===== config.mk =====
export PLATFORM = sky130hd
export DESIGN_NAME = usb2_slavefifo_ctrl
export DESIGN_NICKNAME = d
export VERILOG_FILES = /design/src/rtl/usb2_slavefifo_ctrl.sv
export SDC_FILE = /design/constraint.sdc
export NUM_CORES = 1
export LEC_CHECK = 0
export ABC_CLOCK_PERIOD_IN_PS = 4400
export CAP_MARGIN = 10
export CORE_MARGIN = 2
export CORE_UTILIZATION = 42
export CTS_CLUSTER_SIZE = 12
export DETAILED_ROUTE_END_ITERATION = 12
export GPL_TIMING_DRIVEN = 0
export HOLD_SLACK_MARGIN = 0.08
export PLACE_DENSITY = 0.85
export SYNTH_ARGS = -nofsm -noshare
export SYNTH_HDL_FRONTEND = slang
export SYNTH_SLANG_ARGS = --single-unit

===== constraint.sdc =====
create_clock -name usb_clk -period 4.4 [get_ports usb_clk]
set_input_delay 0.44 -clock usb_clk [delete_from_list [all_inputs] [get_ports usb_clk]]
set_output_delay 0.44 -clock usb_clk [all_outputs]
set_load 0.01 [all_outputs]

===== src/rtl/usb2_slavefifo_ctrl.sv =====
// FPGA-side master for the Cypress FX2/FX3 16-bit slave-FIFO bus with round-robin RX/TX arbitration.
// Define USB2_PKTEND_EN to commit short IN packets with a one-cycle usb_pktend strobe.
module usb2_slavefifo_ctrl #(
  parameter int unsigned BURST_LEN = 256,
  parameter int unsigned CNT_W     = 16,
  parameter logic [1:0]  RX_ADDR   = 2'b00,
  parameter logic [1:0]  TX_ADDR   = 2'b10
) (
  input  logic        usb_clk,
  input  logic        rst,
  input  logic        usb_flaga,
  input  logic        usb_flagb,
  output logic [1:0]  usb_fifoaddr,
  output logic        usb_slcs,
  output logic        usb_sloe,
  output logic        usb_slrd,
  output logic        usb_slwr,
  output logic        usb_pktend,
  input  logic [15:0] usb_fd_i,
  output logic [15:0] usb_fd_o,
  output logic        usb_fd_oe,
  input  logic        rx_en,
  input  logic        tx_en,
  output logic [15:0] rx_data,
  output logic        rx_valid,
  input  logic        rx_ready,
  input  logic [15:0] tx_data,
  input  logic        tx_valid,
  output logic        tx_ready,
  output logic        busy
);

  typedef enum logic [2:0] {
    IDLE,
    RD_SETUP,
    RD_DATA,
    WR_SETUP,
    WR_DATA,
`ifdef USB2_PKTEND_EN
    PKTEND,
`endif
    TURN
  } state_t;

  localparam logic [CNT_W-1:0] BURST_MAX = CNT_W'(BURST_LEN);

  state_t           state_q, state_d;
  logic             last_tx_q;     // 1 = TX held the bus last, so RX wins the next tie
  logic [CNT_W-1:0] beat_q;
  logic [15:0]      rx_data_q;
  logic             rx_valid_q;
  logic             rd_req, wr_req, rd_fire, wr_fire, beat_lt;

  assign rd_req  = rx_en & usb_flaga;
  assign wr_req  = tx_en & tx_valid & ~usb_flagb;
  assign beat_lt = (beat_q < BURST_MAX);

  always_comb begin
    state_d      = state_q;
    rd_fire      = 1'b0;
    wr_fire      = 1'b0;
    usb_slcs     = 1'b0;
    usb_sloe     = 1'b1;
    usb_fd_oe    = 1'b0;
    usb_fifoaddr = RX_ADDR;
    usb_pktend   = 1'b1;
    case (state_q)
      IDLE: begin
        usb_slcs = 1'b1;
        if (rd_req && (!wr_req || last_tx_q)) state_d = RD_SETUP;
        else if (wr_req)                      state_d = WR_SETUP;
      end
      RD_SETUP: begin
        usb_sloe = 1'b0;
        state_d  = RD_DATA;
      end
      RD_DATA: begin
        usb_sloe = 1'b0;
        rd_fire  = usb_flaga & (~rx_valid_q | rx_ready) & beat_lt;
        if (!beat_lt || !usb_flaga) state_d = TURN;
      end
      WR_SETUP: begin
        usb_fifoaddr = TX_ADDR;
        usb_fd_oe    = 1'b1;
        state_d      = WR_DATA;
      end
      WR_DATA: begin
        usb_fifoaddr = TX_ADDR;
        usb_fd_oe    = 1'b1;
        wr_fire      = tx_valid & ~usb_flagb & beat_lt;
        if (!beat_lt || usb_flagb) state_d = TURN;
`ifdef USB2_PKTEND_EN
        else if (!tx_valid)        state_d = (beat_q != '0) ? PKTEND : TURN;
`else
        else if (!tx_valid)        state_d = TURN;
`endif
      end
`ifdef USB2_PKTEND_EN
      PKTEND: begin
        usb_fifoaddr = TX_ADDR;
        usb_fd_oe    = 1'b1;
        usb_pktend   = 1'b0;
        state_d      = TURN;
      end
`endif
      TURN:    state_d = IDLE;
      default: state_d = IDLE;
    endcase
  end

  always_ff @(posedge usb_clk or posedge rst) begin
    if (rst) begin
      state_q    <= IDLE;
      last_tx_q  <= 1'b1;
      beat_q     <= '0;
      rx_data_q  <= '0;
      rx_valid_q <= 1'b0;
    end else begin
      state_q <= state_d;
      if (state_q == IDLE && state_d == RD_SETUP) last_tx_q <= 1'b0;
      if (state_q == IDLE && state_d == WR_SETUP) last_tx_q <= 1'b1;
      // fire terms already require beat < BURST_LEN, so the counter saturates instead of wrapping
      if (state_q == RD_SETUP || state_q == WR_SETUP) beat_q <= '0;
      else if (rd_fire || wr_fire)                    beat_q <= beat_q + 1'b1;
      if (rd_fire) begin
        rx_data_q  <= usb_fd_i;
        rx_valid_q <= 1'b1;
      end else if (rx_ready) begin
        rx_valid_q <= 1'b0;
      end
    end
  end

  assign usb_slrd = ~rd_fire;
  assign usb_slwr = ~wr_fire;
  assign tx_ready = wr_fire;
  assign usb_fd_o = (state_q == WR_DATA) ? tx_data : '0;
  assign rx_data  = rx_data_q;
  assign rx_valid = rx_valid_q;
  assign busy     = (state_q != IDLE);

endmodule


# == Word-level counts from Yosys, hierarchy flattened ==
# Cells that the tools add are included.
# totals
ff_bits,37
inputBits,40
elab_cells,62
out_inout_bits,43
# op_classes
bitwise,12
order_cmp,1
n_eq_ne,6
mux,19
add_sub_neg,1
reduce_logical,18
# ops
op,n
$mux W16,3
$add A16 B1 Y16 const B,1
$lt A16 B9 Y1 const B,1
$mux W3,5
$pmux W3 S5,1
$eq A3 B2 Y1 const B,3
$mux W1,9
$and A1 B1 Y1,7
$eq A3 B1 Y1 const B,2
$reduce_bool A2 Y1,3
$logic_or A1 B1 Y1,5
$not A1 Y1,4
$reduce_or A2 Y1,2
$eq A3 B3 Y1 const B,1
$logic_and A1 B1 Y1,3
$logic_not A1 Y1,3
$logic_not A3 Y1,1
$reduce_bool A3 Y1,1
$mux W2,1
$or A1 B1 Y1,1

# == Logic depth before layout (Yosys ltp) ==
# Gate-level depths: netlist of the first run.
# depth
word_depth,11
ltp_mapped,6
depth_no_buf,5

# == Worst setup path before layout of the first run ==
# OpenSTA, ideal clock, no wires.
# synth_path
kind,register to output
from,reg state_q[1]
to,out tx_ready
path_stages_with_launch,7
slack_ps,2436
path_buffers,3
t_required_ps,3960
t_arrival_ps,1524
cell_sequence,dfrtp_1 > clkbuf_8 > nor3b_4 > clkbuf_1 > clkbuf_1 > nand3_1 > inv_1
# synth_via
elab_chain_cells,2
# synth_rtl
element,line,rtl
from (decl),47,"state_t state_q, state_d;"
from (signal assigned),119,state_q <= state_d;
$eq A3 B3 Y1,67,case (state_q)
$mux W1,67,
to (decl),29,"output logic tx_ready,"
# No other way between the ends.

# == Worst setup path in the final report of the first run ==
# layout_path
from,reg state_q[1]
to,out usb_fifoaddr[1]
# layout_via
elab_chain_cells,3
elab_cells_between_ends,4
classes_between,eq/ne (2); mux (1); reduce/logical (1)
# layout_rtl
element,line,rtl
$eq A3 B2 Y1 / $eq A3 B3 Y1 (equally long branches),67,
$reduce_or A2 Y1 (no line) (*),-,
$mux W2 (*),67,
to (decl),13,"output logic [1:0] usb_fifoaddr,"
# Every way passes the cells marked *; elsewhere a longest branch is shown, timed or not.

==> impl_metrics.py, run 1 <==
metrics = {
    "die": {
        "ios": 83,
        "dieArea_um2": 4980,
        "coreArea_um2": 4320,
        "start_util_pct": 43.0,
        "die_w_um": 70.6,
        "row_count": 24,
        "die_y_um": 70.6,
    },
    "placed_design": {
        "place_inst": 296,
        "place_hpwl_um": 2850,
        "numPortBuffers": 80,
        "gp_congestion": 0.810,
    },
    "worst_setup_path": {
        "r2r_start": "beat_q[12]$_DFFE_PP0P_",
        "worstPathRequired_ps": 3960,
        "rrSetupSlack_ps": 2590,
        "reg2reg_depth": 5,
        "cp.arrival_ps": 2480,
        "r2r_end": "beat_q[0]$_DFFE_PP0P_",
        "critPathCaptureType": "output port",
        "cp_max_fo": 10,
        "start_kind": "flop",
        "worstSetupPathType": "reg -> out",
    },
    "route": {
        "wl_met1_um": 1660,
        "vias": 1553,
        "highest_layer": "met4",
        "route.detailed.wl_per_inst_um": 13.1,
        "ant_nets": 0,
        "drt_pass1_iterations": 4,
        "totalWireLength_um": 3980,
        "dr_wl_met3_um": 399,
        "drc": 0,
        "dr.first_iter.drc_count": 55,
        "via_per_inst": 5.11,
        "met2_length_um": 1850,
    },
    "cells_and_area": {
        "n_antenna_cell": 0,
        "num-fill-cells": 361,
        "final_cells": 304,
        "area_growth_pct": 53.0,
        "drive_above_1_share_pct": 17.9,
        "nets": 292,
    },
    "worst_hold_path": {
        "hp-class": "reg -> reg",
        "whs_path_depth": 2,
        "worstHoldStart": "beat_q[8]$_DFFE_PP0P_",
        "worst_hold_path.endpoint": "beat_q[8]$_DFFE_PP0P_",
    },
    "status": {
        "status": "completed",
    },
    "logic_synthesis": {
        "syn-mean-instance-area_um2": 11.3,
        "async_reset_ff_share_pct": 100,
        "ys.flop_type": "dfrtp_1",
        "ys_warn_count": 0,
        "yosysUniqueCellTypes": 45,
        "ys_seq_elements": 37,
        "ys_seq_area_share_pct": 49.8,
        "synth_edf_count": 0,
        "postSynthNetCount": 205,
        "synthCells": 164,
        "synth.cell_area_um2": 1860,
    },
    "power_and_ir_drop": {
        "power.density_nw_per_um2": 543,
        "irDropWorstVdd_v": 0.000375,
        "p_leak_nw": 1.20,
    },
    "clock_tree": {
        "cts_tree": "built",
        "cts_buffers": 5,
        "cts.htree.levels": 2,
        "post_cts_buffers": 0,
        "clockRootBuffer": "clkbuf_8",
        "path_clk_slew_ps": 80,
        "clk_latency_ps": 300,
        "post_cts_resized": 0,
        "cts_sinks": 37,
        "clock_path_buffers": 2,
        "hold_buffers": 0,
    },
    "grt": {
        "antenna_found_initial": 0,
        "track_usage_pct": 17.2,
        "grt_pass1_vias": 1559,
        "grt.overflow.total": 0,
        "grt_max_degree": 38,
        "grt_pass1_wl_um": 6910,
    },
    "sta": {
        "worst_slew_pin_slew_ps": 752,
        "period_needed_ps": 2920,
        "drv_slew": 0,
        "hold_viol_final": 0,
        "min_period_over_period_pct": 66.3,
        "skew_ps": 5.72,
        "rsz0062_at_grt": "no",
        "clock.fmax_mhz": 343,
        "setup_viol": 0,
        "fin_tns_setup_ps": 0,
        "max_slew_margin_pct": 49.8,
    },
    "job": {
        "maxCapViolCount": 0,
    },
}
==> metrics by stage <==
| step | power [mW] | util, % | instance area, µm² | setup slack, ps | hold slack (ps) |
|---|---|---|---|---|---|
| 2_1_floorplan | 0.883 | - | 1860 | 2440 | 450 |
| 3_3_place_gp | 1.23 | 63.0 | 2730 | 1800 | 473 |
| 3_5_place_dp | 1.25 | 63.0 | 2730 | 1780 | 475 |
| 4_1_cts | 1.56 | 65.8 | 2850 | 1450 | 500 |
| 5_1_grt | 1.64 | 65.8 | 2850 | 1240 | 516 |
| 6_report | 1.55 | 65.8 | 2850 | 1480 | 500 |
==> logic make-up after synthesis <==
kind of cell | share of synthesized area (%)
AND/OR/NAND/NOR | 22.5
flip-flops | 49.8
AO/OA/AOI/OAI | 10.5
buffers and inverters | 5.92
multiplexers | 9.68
other | 0.404
adder cells (fa/ha/maj) | 0.672
XOR/XNOR | 0.471
==> final cells by class <==
class | instances | area [µm²] | area share, %
plain buffers | 12 | 91.3 | 3.21
clock buffers | 6 | 82.6 | 2.90
clock inverters | 2 | 37.5 | 1.32
inverters | 5 | 18.8 | 0.659
multi-input cells | 110 | 823 | 28.9
flip-flops and latches | 37 | 927 | 32.6
well taps | 52 | 65.1 | 2.29
repair buffers | 80 | 801 | 28.1
==> critical path: stages (launching register included) <==
cell,delay (ps)
dfrtp_1,390
clkbuf_8,170
nor3b_4,260
clkbuf_1,270
clkbuf_1,310
a21o_1,140
buf_4,100
clkdlybuf4s50_1,530
==> where the power goes <==
part	switching (mW)	total, mW	leakage [nW]	internal [mW]
clock	0.127	0.311	0.0574	0.184
combinational	0.304	0.741	0.666	0.437
sequential	0.0497	0.495	0.477	0.445
total	0.481	1.55	1.20	1.07
==> cell usage in the layout (no fill, tap or decap), drive strengths merged, types with 2 or more instances in the layout <==
cell type	synthesis	routed
nand3	5	5
buf	6	6
and2	17	17
conb	2	2
or4	6	6
o21ai	3	3
a21oi	8	8
clkbuf	6	12
clkdlybuf4s50	0	80
nand4	3	3
inv	5	5
o31ai	7	7
mux2	16	16
dfrtp	36	36
and2b	2	2
nor4	2	2
nand2	10	10
nor3b	2	2
nor2b	7	7
or3	2	2
==> worst max path at each step <==
stage / start / end / slack, ps / cells past startpoint
after global routing: state_q[1]$_DFF_PP0_ / tx_ready / 1240 / 7
after global placement: usb_flaga / usb_slrd / 1800 / 5
final: state_q[1]$_DFF_PP0_ / usb_fifoaddr[1] / 1480 / 7
after CTS: state_q[1]$_DFF_PP0_ / usb_fifoaddr[1] / 1450 / 7
after detailed placement: state_q[1]$_DFF_PP0_ / usb_fifoaddr[1] / 1780 / 7
after floorplan: state_q[1]$_DFF_PP0_ / tx_ready / 2440 / 6
==> Yosys cell counts (2+ instances only) <==
master | n | share of area (%)
a21oi_1 | 8 | 2.2
and2_1 | 16 | 5.4
and2b_2 | 2 | 0.94
buf_4 | 5 | 2.0
clkbuf_1 | 4 | 0.81
clkbuf_8 | 2 | 1.5
conb_1 | 2 | 0.40
dfrtp_1 | 36 | 48
inv_1 | 5 | 1.0
mux2_2 | 15 | 9.1
nand2_1 | 10 | 2.0
nand3_1 | 4 | 1.1
nand4_1 | 3 | 1.0
nor2b_1 | 7 | 2.4
nor4_1 | 2 | 0.67
o21ai_0 | 3 | 0.81
o31ai_1 | 7 | 2.8
or4_1 | 6 | 2.4
==> flip-flops by register name, summed over array words and instances, names as in the netlist <==
| name | cells |
|---|---|
| beat_q | 16 |
| last_tx_q | 1 |
| rx_data | 16 |
| rx_valid | 1 |
| state_q | 3 |
==> metal layers <==
| metal | vias to the layer above | GRT usage (%) |
|---|---|---|
| met5 | - | 0 |
| met4 | 0 | 7.55 |
| met1 | 721 | 20.7 |
| li1 | 755 | - |
| met3 | 8 | 5.70 |
| met2 | 69 | 28.3 |
Power figures use the tool's default switching activity.
==> inputs of run 2 (changes only) <==
--- a/config.mk
+++ b/config.mk
@@ -5,7 +5,7 @@
 export SDC_FILE = /design/constraint.sdc
 export NUM_CORES = 1
 export LEC_CHECK = 0
-export ABC_CLOCK_PERIOD_IN_PS = 4400
+export ABC_CLOCK_PERIOD_IN_PS = 2900
 export CAP_MARGIN = 10
 export CORE_MARGIN = 2
 export CORE_UTILIZATION = 42
==> constraint.sdc (replaced) <==
create_clock -name usb_clk -period 2.9 [get_ports usb_clk]
set_input_delay 0.29 -clock usb_clk [delete_from_list [all_inputs] [get_ports usb_clk]]
set_output_delay 0.29 -clock usb_clk [all_outputs]
set_load 0.01 [all_outputs]
==> run 2 against run 1 <==
  * Largest cell class unchanged
  * Utilization about the same
  * Clock-buffer cell count stayed put
  * Clock skew unchanged
  * Non-clock buffer count is the same
  * Worst setup slack lost 1300 ps
  * Largest power group unchanged
  * Flip-flop and latch count stayed put
  * Via count rose by 0.13%
==> impl_metrics.py, run 2 (synthesized netlist as in run 1, its figures left out) <==
metrics = {
    "status": {
        "status": "completed",
    },
    "cells_and_area": {
        "area_growth_pct": 53.1,
        "final_cells": 304,
        "drive_above_1_share_pct": 18.3,
        "final_core_util_pct": 65.9,
        "n_antenna_cell": 0,
        "final_cell_mix": "clkdlybuf4s50_1, dfrtp_1, and2_1",
        "nets": 292,
        "seq_area_um2": 927,
        "num-fill-cells": 361,
        "layout_commonest_cell": "clkdlybuf4s50_1",
        "multi_input_area_um2": 823,
    },
    "grt": {
        "track_usage_pct": 17.2,
        "grt_pass1_vias": 1559,
        "grt_max_degree": 38,
        "grt.overflow.total": 0,
        "antenna_found_initial": 0,
        "grt_pass1_wl_um": 6910,
    },
    "worst_setup_path": {
        "rrSetupSlack_ps": 1090,
        "crit_path_start": "state_q[1]$_DFF_PP0_",
        "worstSetupPathType": "reg -> out",
        "cp.arrival_ps": 2390,
        "reg2reg_depth": 5,
        "r2r_start": "beat_q[12]$_DFFE_PP0P_",
        "endpoint": "usb_fifoaddr[1]",
        "start_kind": "flop",
        "r2r_end": "beat_q[0]$_DFFE_PP0P_",
        "worstPathRequired_ps": 2610,
        "critPathCaptureType": "output port",
        "cp_max_fo": 10,
    },
    "sta": {
        "hold_viol_final": 0,
        "period_needed_ps": 2680,
        "max_slew_margin_pct": 49.8,
        "drv_slew": 0,
        "setup_viol": 0,
        "clock.fmax_mhz": 373,
        "min_period_over_period_pct": 92.5,
        "holdWs_ps": 442,
        "fin_tns_setup_ps": 0,
        "rsz0062_at_grt": "no",
        "skew_ps": 5.72,
        "worst_slew_pin_slew_ps": 752,
    },
    "clock_tree": {
        "hold_buffers": 0,
        "clk_latency_ps": 300,
        "path_clk_slew_ps": 80,
        "clockRootBuffer": "clkbuf_8",
        "cts_tree": "built",
        "cts_sinks": 37,
        "cts.htree.levels": 2,
        "cts_buffers": 5,
        "clock_path_buffers": 2,
    },
    "route": {
        "drt_pass1_iterations": 4,
        "vias": 1555,
        "totalWireLength_um": 3980,
        "ant_nets": 0,
        "dr.first_iter.drc_count": 52,
        "drc": 0,
        "via_per_inst": 5.12,
        "route.detailed.wl_per_inst_um": 13.1,
    },
    "power_and_ir_drop": {
        "p_leak_nw": 1.20,
        "power.density_nw_per_um2": 825,
        "p_total_mw": 2.35,
        "irDropWorstVdd_v": 0.000569,
    },
    "die": {
        "coreArea_um2": 4320,
        "die_w_um": 70.6,
        "start_util_pct": 43.0,
        "dieArea_um2": 4980,
        "row_count": 24,
        "ios": 83,
        "die_y_um": 70.6,
    },
    "placed_design": {
        "place_hpwl_um": 2850,
        "gp_congestion": 0.810,
        "numPortBuffers": 80,
        "place_inst": 296,
    },
    "job": {
        "maxCapViolCount": 0,
    },
    "worst_hold_path": {
        "hp-class": "in -> async",
    },
}
[run 2: cell counts in the layout (fill, tap and decap cells not counted)]
Identical to the previous run, type by type.
[run 2: worst max-delay path, stage by stage (launching register included)]
cell and delay, ps:
dfrtp_1 390, clkbuf_8 170, nor3b_4 260, clkbuf_1 280
clkbuf_2 250, a21o_1 120, buf_4 100, clkdlybuf4s50_1 530
[run 2: through the flow]
step / cell area [µm²] / setup slack (ps)
final: 2850 / 218
after global routing: 2850 / 30.1
after CTS: 2850 / 98.8
after detailed placement: 2730 / 432
after global placement: 2730 / 459
after floorplan: 1860 / 1090
[run 2: repair_timing]
action / in CTS / in global routing
buffers inserted: 0 / 0
endpoints found under the setup margin: 0 / 9
gates resized for setup: 0 / 2
[run 2: routing by layer]
metal / routed length, µm / GRT usage (%) / vias up
met4: 74 / 7.55 / 0
met2: 1850 / 28.3 / 69
li1: - / - / 756
met5: 0 / 0 / -
met1: 1660 / 20.7 / 722
met3: 399 / 5.70 / 8
[run 2: area by class of cell]
class	instances	area share, %
sequential	37	32.6
multi-input combinational	110	28.9
timing repair buffer	80	28.1
buffer	12	3.25
clock buffer	6	2.90
tap	52	2.28
clock inverter	2	1.32
inverter	5	0.659
[run 2: how the worst min path moves through the flow]
stage | start | end | slack (ps) | cells past startpoint
after floorplan | usb_fd_i[15] | rx_data[15]$_DFFE_PP0P_ | 420 | 1
after detailed placement | beat_q[8]$_DFFE_PP0P_ | beat_q[8]$_DFFE_PP0P_ | 470 | 2
after CTS | rst | rx_data[7]$_DFFE_PP0P_ | 470 | 2
after global placement | rx_data[15]$_DFFE_PP0P_ | rx_data[15]$_DFFE_PP0P_ | 470 | 1
after global routing | rx_data[2]$_DFFE_PP0P_ | rx_data[2]$_DFFE_PP0P_ | 520 | 1
final | rst | rx_data[15]$_DFFE_PP0P_ | 440 | 2
[run 2: power breakdown]
group / internal, mW / switching [mW] / leakage [nW]
clock: 0.280 / 0.192 / 0.0574
combinational: 0.664 / 0.462 / 0.670
sequential: 0.676 / 0.0754 / 0.477
total: 1.62 / 0.729 / 1.20
